$ cat config.mk
export PLATFORM = sky130hd
export DESIGN_NAME = seg7_scan
export DESIGN_NICKNAME = d
export VERILOG_FILES = /design/src/rtl/seg7_pkg.sv /design/src/rtl/seg7_decode.sv /design/src/rtl/seg7_scan.sv
export SDC_FILE = /design/constraint.sdc
export NUM_CORES = 1
export LEC_CHECK = 0
export CORE_UTILIZATION = 51
export DETAILED_ROUTE_END_ITERATION = 8
export GPL_TIMING_DRIVEN = 0
export PLACE_DENSITY_LB_ADDON = 0.05
export SYNTH_ARGS = -nofsm -noshare
export SYNTH_HDL_FRONTEND = slang
export SYNTH_SLANG_ARGS = --single-unit
$ cat constraint.sdc
create_clock -name clk -period 3.1 [get_ports clk]
set_clock_uncertainty 0.15 [all_clocks]
set_input_delay 0.62 -clock clk [delete_from_list [all_inputs] [get_ports clk]]
set_output_delay 0.62 -clock clk [all_outputs]
set_load 0.01 [all_outputs]
$ cat src/rtl/seg7_pkg.sv
// seg7_pkg: shared segment encodings and digit geometry for the seven-segment scanner.
package seg7_pkg;

   localparam int NUM_DIGITS = 4;

   // Segment byte layout {a,b,c,d,e,f,g,dp}
   localparam int SEG_A  = 7;
   localparam int SEG_G  = 1;
   localparam int SEG_DP = 0;

   typedef logic [7:0] seg_t;
   typedef logic [1:0] digit_t;

   localparam seg_t HEX_0 = 8'hFC;
   localparam seg_t HEX_1 = 8'h60;
   localparam seg_t HEX_2 = 8'hDA;
   localparam seg_t HEX_3 = 8'hF2;
   localparam seg_t HEX_4 = 8'h66;
   localparam seg_t HEX_5 = 8'hB6;
   localparam seg_t HEX_6 = 8'hBE;
   localparam seg_t HEX_7 = 8'hE0;
   localparam seg_t HEX_8 = 8'hFE;
   localparam seg_t HEX_9 = 8'hF6;
   localparam seg_t HEX_A = 8'hEE;
   localparam seg_t HEX_B = 8'h3E;
   localparam seg_t HEX_C = 8'h9C;
   localparam seg_t HEX_D = 8'h7A;
   localparam seg_t HEX_E = 8'h9E;
   localparam seg_t HEX_F = 8'h8E;

   function automatic seg_t hex_seg(input logic [3:0] nib);
      case (nib)
         4'h0:    return HEX_0;
         4'h1:    return HEX_1;
         4'h2:    return HEX_2;
         4'h3:    return HEX_3;
         4'h4:    return HEX_4;
         4'h5:    return HEX_5;
         4'h6:    return HEX_6;
         4'h7:    return HEX_7;
         4'h8:    return HEX_8;
         4'h9:    return HEX_9;
         4'hA:    return HEX_A;
         4'hB:    return HEX_B;
         4'hC:    return HEX_C;
         4'hD:    return HEX_D;
         4'hE:    return HEX_E;
         default: return HEX_F;
      endcase
   endfunction

endpackage

$ cat src/rtl/seg7_decode.sv
// seg7_decode: combinational hex nibble to segment byte; the dp bit is always left clear.
module seg7_decode
   import seg7_pkg::*;
(
   input  logic [3:0] nibble,
   output logic [7:0] seg
);

   seg_t full;

   assign full = hex_seg(nibble);
   assign seg  = {full[SEG_A:SEG_G], 1'b0};

endmodule

$ cat src/rtl/seg7_scan.sv
// seg7_scan: frame-coherent, time-multiplexed 4-digit seven-segment driver.
// Optional SEG7_LEADING_ZERO_BLANK_EN suppresses leading zero digits (digit 0 always shown).
module seg7_scan
   import seg7_pkg::*;
#(
   parameter int SCAN_DIV   = 100000,
   parameter bit ACTIVE_LOW = 1'b0
) (
   input  logic                  clk,
   input  logic                  reset,
   input  logic [15:0]           value,
   input  logic                  value_valid,
   input  logic [3:0]            dp_mask,
   input  logic                  blank,
   output logic                  update_ack,
   output logic [NUM_DIGITS-1:0] bcd_choose,
   output logic [7:0]            bcd_display
);

   localparam int CW = $clog2(SCAN_DIV);
   localparam logic [CW-1:0] LAST = CW'(SCAN_DIV - 1);
   localparam logic [NUM_DIGITS-1:0] CHOOSE_OFF = {NUM_DIGITS{ACTIVE_LOW}};
   localparam logic [7:0] DISP_OFF = {8{ACTIVE_LOW}};

   if (SCAN_DIV < 2) begin : g_bad_div
      $error("seg7_scan: SCAN_DIV must be >= 2");
   end

   logic [CW-1:0]         cnt;
   digit_t                idx, idx_nx;
   logic [19:0]           pending, shadow, shadow_nx, strobe_word;
   logic                  pend_flag, tick, wrap, commit, lead_blank, dp;
   logic [15:0]           digits;
   logic [3:0]            dps, nib;
   logic [7:0]            seg, disp_nx;
   logic [NUM_DIGITS-1:0] choose_nx;

   assign tick        = cnt == LAST;
   assign idx_nx      = idx + 2'd1;
   assign wrap        = tick && idx == 2'd3;
   assign commit      = wrap && (value_valid || pend_flag);
   assign strobe_word = {dp_mask, value};
   // A strobe landing on the wrap edge goes straight to the display, newer than anything pending
   assign shadow_nx   = commit ? (value_valid ? strobe_word : pending) : shadow;
   assign digits      = shadow_nx[15:0];
   assign dps         = shadow_nx[19:16];
   assign nib         = digits[{idx_nx, 2'b00} +: 4];
   assign dp          = dps[idx_nx];

`ifdef SEG7_LEADING_ZERO_BLANK_EN
   assign lead_blank = idx_nx != 2'd0 && (digits >> {idx_nx, 2'b00}) == 16'd0;
`else
   assign lead_blank = 1'b0;
`endif

   seg7_decode u_decode (
      .nibble (nib),
      .seg    (seg)
   );

   always_comb begin
      choose_nx = blank ? '0 : NUM_DIGITS'(1) << idx_nx;
      disp_nx = lead_blank ? 8'h00 : seg;
      disp_nx[SEG_DP] = dp;
      disp_nx = blank ? 8'h00 : disp_nx;
   end

   always_ff @(posedge clk or negedge reset) begin
      if (!reset) begin
         cnt         <= '0;
         idx         <= '0;
         pending     <= '0;
         pend_flag   <= 1'b0;
         shadow      <= '0;
         update_ack  <= 1'b0;
         bcd_choose  <= CHOOSE_OFF;
         bcd_display <= DISP_OFF;
      end else begin
         cnt        <= tick ? '0 : cnt + 1'b1;
         shadow     <= shadow_nx;
         update_ack <= commit;
         pend_flag  <= commit ? 1'b0 : (value_valid ? 1'b1 : pend_flag);
         if (value_valid) pending <= strobe_word;
         if (tick) begin
            idx         <= idx_nx;
            bcd_choose  <= choose_nx ^ CHOOSE_OFF;
            bcd_display <= disp_nx ^ DISP_OFF;
         end
      end
   end

endmodule
==> out/metrics.cfg, run 1 <==
[run_status]
status = complete, but fails checks
violations = design-rule violations, negative setup slack

[sta]
rsz0062_at_grt = true
tightest_slew_ns = 0.558
setup-violations-final = 7
fin_crit_sh_pct = 108
period_needed_ns = 3.36
relSlewSlack_pct = 62.8
fmax_ghz = 0.298
worst_slack_ns = -0.257
finalHoldViolations = 0
drv_slew = 0

[routing]
num_vias = 2285
wl_per_cell_um = 16.6
post_drt_via_cell_ratio = 5.47
first_iter_violations = 67
wl_um = 6930
dr.pass1.iters = 9
drc = 2
antenna_left = 0

[worst_setup_path]
path_max_fanout = 6
cp.arrival_ns = 3.50
critPathKind = flop to flop
worstPathRequired_ns = 3.24
crit_path_start_kind = flop
endpoint_kind = flop

[clock_network]
cts_sinks = 73
cts_tree = done
cts_hold_buf = 0
clock_latency_ns = 0.35
clock_path_buffers = 2
cts-root-buf = clkbuf_8
clk_pin_slew_ns = 0.08
numCtsBuffers = 9
htreeDepth = 3

[place]
pre_cts_slack_ns = -0.960
placed_area_um2 = 4020
gp_congestion = 0.771
hpwlAfterDp_um = 4560
io_buffers = 36

[yosys]
synthCells = 269
synthArstFlopShare_pct = 100
synth.distinct_cells = 48
synth_fp_nets = 304
syn_area_per_cell_um2 = 12.9
seq_area_frac_synth_pct = 52.5
synth.cell_area_um2 = 3480
ys_ff_latch = 73
yosys_warnings = 0
synth_edf_count = 0
synthFlopType = dfrtp_1

[floorplan]
start_util_pct = 53.9
die_h_um = 84.6
dieArea_um2 = 7160
rows = 29
fp.coreArea_um2 = 6460
io-pin-count = 37
die_w_um = 84.6

[layout]
syn_to_final_growth_pct = 28.3
final_layout_size_suffix_gt1_share_pct = 34.0
stdcell_area_um2 = 4460
fin_nets = 371
mostFrequentLayoutCells = dfrtp_1, clkdlybuf4s50_1, mux2_2
num_antenna_cells = 0
final_common_cell = dfrtp_1

[grt]
grt_use_total_pct = 21.8
grt-ovfl-total = 0
grt_start_max_net_pins = 52
grt_pass1_wl_um = 11900
antenna_found_initial = 0
grt_pass1_vias = 2407

[run]
drv_cap = 0

[power]
p_leak_uw = 0.00199
vdd_drop_max_mv = 0.327
power.density_nw_per_um2 = 396

[min_path]
hold_class = primary input to async pin

==> stage by stage <==
| stage | hold slack (ns) | total power [µW] | setup TNS [ns] | std cells | utilization (%) |
|---|---|---|---|---|---|
| CTS | 0.0158 | 1780 | -0.870 | 413 | 68.4 |
| global placement | 0.312 | 1110 | -97.66 | 382 | 61.9 |
| finish | 0.00590 | 1770 | -1.29 | 418 | 69.1 |
| floorplan | 0.174 | 1050 | -0.709 | 269 | - |
| global route | 0.0262 | 1830 | -2.32 | 418 | 69.1 |
| detailed placement | 0.328 | 1120 | -5.71 | 383 | 62.3 |
==> flip-flops by register name, summed over array words and instances, names as in the netlist <==
name	cells
pend_flag	1
shadow	20
idx	2
bcd_display	8
update_ack	1
cnt	17
bcd_choose	4
pending	20
==> report_power, final <==
group,internal (µW),switching [µW],total (µW)
combinational,64.1,49.7,114
clock,292,375,666
sequential,979,7.18,987
==> kinds of logic after synthesis <==
group	share of synthesized area, %
AOI/OAI and AO/OA	4.85
adders and majority gates	3.95
xor gates and xnor gates	4.03
buffers and inverters	2.73
muxes	20.1
DFF	52.5
and+or+nand+nor	11.9
==> Yosys cell counts, drive strengths merged (2+ instances only) <==
cell | n | area [µm²]
a21oi | 3 | 15.0
inv | 7 | 26.3
nor3 | 2 | 10.0
buf | 8 | 50.0
a22o | 2 | 17.5
xnor2 | 9 | 78.8
and3 | 5 | 31.3
clkbuf | 5 | 18.8
xor2 | 7 | 61.3
nand3 | 5 | 25.0
mux2 | 42 | 477
a211o | 2 | 17.5
a21o | 2 | 15.0
mux2i | 6 | 63.8
and4 | 3 | 28.8
a31oi | 2 | 12.5
nand2 | 18 | 67.6
nor2 | 16 | 60.1
ha | 11 | 138
a211oi | 2 | 15.0
o21ai | 8 | 40.0
dfrtp | 73 | 1830
and2 | 2 | 12.5
nand2b | 4 | 25.0
nor3b | 2 | 26.3
mux4 | 7 | 158
nand4 | 5 | 37.5
==> worst paths after layout <==
check	start	to	slack, ns	depth (start not counted)
max reg2reg	cnt[6]$_DFF_PN0_	bcd_display[3]$_DFFE_PN0N_	-0.26	11
min reg2reg	cnt[13]$_DFF_PN0_	cnt[13]$_DFF_PN0_	0.33	1
max	cnt[6]$_DFF_PN0_	bcd_display[3]$_DFFE_PN0N_	-0.26	11
min in group clk	cnt[13]$_DFF_PN0_	cnt[13]$_DFF_PN0_	0.33	1
min	reset	cnt[8]$_DFF_PN0_	0.006	1
max in group asynchronous	reset	shadow[4]$_DFF_PN0_	2.25	2
==> what timing repair did <==
action                                  4_1_cts  5_1_grt
endpoints found under the setup margin        7        7
resized for setup                            30        2
setup buffers                                15        6
pin swaps                                    13        7
==> layer usage <==
layer  track usage [%]  vias up  share of wire (%)  routed length [µm]
met4              9.55        0                1.8                 127
met5                 0        -                  0                   0
met1              29.1     1149                 47                3280
li1                  -     1088                  -                   -
met3              3.54       11                2.3                 159
met2              35.4       37                 49                3360
==> cell type report <==
| class | instances | area, µm² |
|---|---|---|
| fill | 446 | 1990 |
| sequential | 73 | 1830 |
| multi-input combinational | 176 | 1710 |
| timing repair buffer | 58 | 554 |
| clock buffer | 10 | 128 |
| tap | 77 | 96.3 |
| buffer | 11 | 73.8 |
| clock inverter | 6 | 43.8 |
| inverter | 7 | 32.5 |
==> worst max-delay path: stages, from the launching register on <==
cell      delay, ns
dfrtp_2        0.45
nor4b_4        0.38
nand4_4        0.16
nor3b_4        0.26
buf_6          0.16
mux2_4         0.30
mux4_2         0.56
ha_4           0.22
buf_6          0.12
mux2_4         0.25
a211oi_2       0.18
a21o_1         0.10
Note: power is estimated with default switching activity, not from simulation.
==> inputs of run 2 (changes only) <==
--- a/config.mk
+++ b/config.mk
@@ -5,10 +5,11 @@
 export SDC_FILE = /design/constraint.sdc
 export NUM_CORES = 1
 export LEC_CHECK = 0
-export CORE_UTILIZATION = 51
+export CORE_UTILIZATION = 56
 export DETAILED_ROUTE_END_ITERATION = 8
 export GPL_TIMING_DRIVEN = 0
 export PLACE_DENSITY_LB_ADDON = 0.05
 export SYNTH_ARGS = -nofsm -noshare
 export SYNTH_HDL_FRONTEND = slang
+export SYNTH_HIERARCHICAL = 1
 export SYNTH_SLANG_ARGS = --single-unit
==> constraint.sdc (replaced) <==
create_clock -name clk -period 3.8 [get_ports clk]
set_clock_uncertainty 0.15 [all_clocks]
set_input_delay 0.76 -clock clk [delete_from_list [all_inputs] [get_ports clk]]
set_output_delay 0.76 -clock clk [all_outputs]
set_load 0.01 [all_outputs]
==> run 2 against run 1 <==
Net effect:
- the flow finishes with violations (negative setup slack)
- sequential power shrank 19%
- total power shrank 12%
- maximum frequency shrank 13%
- design area grew 1.3%
- setup slack gained 0.18 ns
- sequential share of layout area shrank 0.57 points
- clock-buffer cell count is the same
- cell count grew 3.6%
- worst hold slack gained 0.14 ns
- combinational power shrank 27%
- non-clock buffer count grew 11
- wire length grew 4.9%
- critical endpoint is now bcd_display[4]$_DFFE_PN0N_
==> out/metrics.cfg, run 2 <==
[sta]
tightest_slew_ns = 0.754  ; +0.197 ns
rsz0062_at_grt = true
finalHoldViolations = 0  ; unchanged
tns_ns = -0.150  ; +1.14 ns
period_needed_ns = 3.88  ; +0.519 ns
setup-violations-final = 6  ; -1
relSlewSlack_pct = 49.3  ; -14 points
worst_slack_ns = -0.0764  ; +0.181 ns
fmax_ghz = 0.258  ; -13%
fin_crit_sh_pct = 102  ; -6.3 points
drv_slew = 0  ; unchanged

[routing]
num_vias = 2360  ; +3.3%
post_drt_via_cell_ratio = 5.45  ; -0.30%
antenna_left = 0  ; unchanged
dr.pass1.iters = 4  ; -5
wl_per_cell_um = 16.8  ; +1.3%
first_iter_violations = 78  ; +16%
wl_um = 7270  ; +4.9%
drc = 0  ; -2

[yosys]
syn_area_per_cell_um2 = 12.5  ; -3.0%
synth.cell_area_um2 = 3480  ; -0.14%
yosys_warnings = 6  ; +6
synth_fp_nets = 313  ; +3.0%
synthCells = 277  ; +3.0%

[layout]
syn_to_final_growth_pct = 30.1
fin_nets = 390  ; +5.1%
stdcell_area_um2 = 4520  ; +1.3%
mostFrequentLayoutCells = dfrtp_1, clkdlybuf4s50_1, nand2_1
num_antenna_cells = 0  ; unchanged
final_util_pct = 75.9  ; +6.8 points
finalNonFillerCells = 433  ; +3.6%
n_fill_cell = 408  ; -8.5%
final_common_cell = dfrtp_1
final_layout_size_suffix_gt1_share_pct = 31.6  ; -2.5 points
reg_top3 = pending: 20 flops, shadow: 20 flops, cnt: 17 flops

[worst_setup_path]
endpoint_kind = flop
cp.arrival_ns = 3.96  ; +0.46 ns
regToRegSetupSlack_ns = -0.08  ; +0.18 ns
cp_common_cell = mux4_2
critPathKind = flop to flop
worstPathRequired_ns = 3.88  ; +0.64 ns
slowest_stage = or4_4
path_cells = or4b_4, or4_4, nor2_8, buf_12, mux2_4, mux4_2, inv_4, ha_1, inv_1, mux4_2, nand3b_1, nand2_1
max_stage_delay_ns = 0.58  ; +0.02 ns
crit_path_start_kind = flop
path_max_fanout = 8  ; +2

[clock_network]
numCtsBuffers = 9  ; unchanged
cts_tree = done
cts_hold_buf = 0  ; unchanged
clock_latency_ns = 0.34  ; about the same
htreeDepth = 3  ; unchanged
clock_path_buffers = 2  ; unchanged
clk_pin_slew_ns = 0.08  ; about the same
cts-root-buf = clkbuf_8
cts_sinks = 73  ; unchanged

[run_status]
status = complete, but fails checks
violations = negative setup slack

[floorplan]
fp.coreArea_um2 = 5960  ; -7.8%
start_util_pct = 58.4  ; +4.5 points
die_h_um = 80.8  ; -4.5%
io-pin-count = 37  ; unchanged
die_w_um = 80.8  ; -4.5%
rows = 28  ; -3.4%
dieArea_um2 = 6530  ; -8.8%

[power]
power_uw = 1550  ; -12%
vdd_drop_max_mv = 0.361  ; +10%
power.density_nw_per_um2 = 343  ; -13%
p_leak_uw = 0.00202  ; +1.5%

[grt]
grt_pass1_wl_um = 11900  ; -0.12%
grt-ovfl-total = 0  ; unchanged
antenna_found_initial = 0  ; unchanged
grt_pass1_vias = 2434  ; +1.1%
grt_use_total_pct = 25.0  ; +3.2 points
grt_start_max_net_pins = 55  ; +5.8%

[min_path]
hold_class = primary input to async pin

[place]
gp_congestion = 0.820  ; +6.3%
io_buffers = 35  ; -2.8%
placed_area_um2 = 3960  ; -1.6%
hpwlAfterDp_um = 4420  ; -3.0%
post-place-cells = 388  ; +1.3%

[run]
drv_cap = 0  ; unchanged

run 2: where the power goes:
part / switching [µW] / total [µW] / internal (µW)
Combinational: 38.3 / 83.5 / 45.2
Sequential: 4.95 / 802 / 797
Clock: 282 / 665 / 383
run 2: final cells by class:
class                   instances  area, µm²  share of cell area (%)
repair buffers                 67        639                    14.1
flip-flops and latches         73       1830                    40.4
plain buffers                  13       91.3                    2.02
inverters                      11       46.3                    1.02
multi-input cells             179       1600                    35.5
clock buffers                  10        138                    3.04
clock inverters                 5       80.1                    1.77
well taps                      75       93.8                    2.08
run 2: critical path, delay by kind of cell (launching register included):
| kind | cells | cell delay (ns) |
|---|---|---|
| DFF | 1 | 0.44 |
| and+or+nand+nor | 5 | 1.39 |
| muxes | 3 | 1.30 |
| buffers and inverters | 3 | 0.33 |
| adders and majority gates | 1 | 0.16 |
run 2: final timing paths:
path,from,end,cells after the start
min in group clk,bcd_choose[2]$_DFFE_PN0N_,bcd_choose[2]$_DFFE_PN0N_,2
hold reg to reg,bcd_choose[2]$_DFFE_PN0N_,bcd_choose[2]$_DFFE_PN0N_,2
setup / recovery,cnt[7]$_DFF_PN0_,bcd_display[4]$_DFFE_PN0N_,12
setup reg to reg,cnt[7]$_DFF_PN0_,bcd_display[4]$_DFFE_PN0N_,12
hold / removal,reset,pending[8]$_DFF_PN0_,1
max in group asynchronous,reset,cnt[6]$_DFF_PN0_,2
run 2: per-layer routing:
layer	part of all wire [%]	vias to the layer above	GRT usage (%)
li1	-	1112	-
met3	2.6	13	4.49
met5	0	-	0
met2	48	38	40.1
met4	1.7	0	9.82
met1	47	1197	33.9
run 2: repair_timing:
action	in CTS	in global routing
endpoints found under the hold margin	0	0
buffers inserted	26	5
endpoints found under the setup margin	7	7
gates resized for setup	15	11
pin swaps	8	4
run 2: per-stage QoR:
stage                     hold WS [ns]  setup slack (ns)
after floorplan                  0.305           -0.0838
after global placement           0.301            -0.681
after detailed placement         0.305            -0.328
after CTS                        0.142           -0.0560
after global routing             0.156            -0.171
final                            0.147           -0.0764
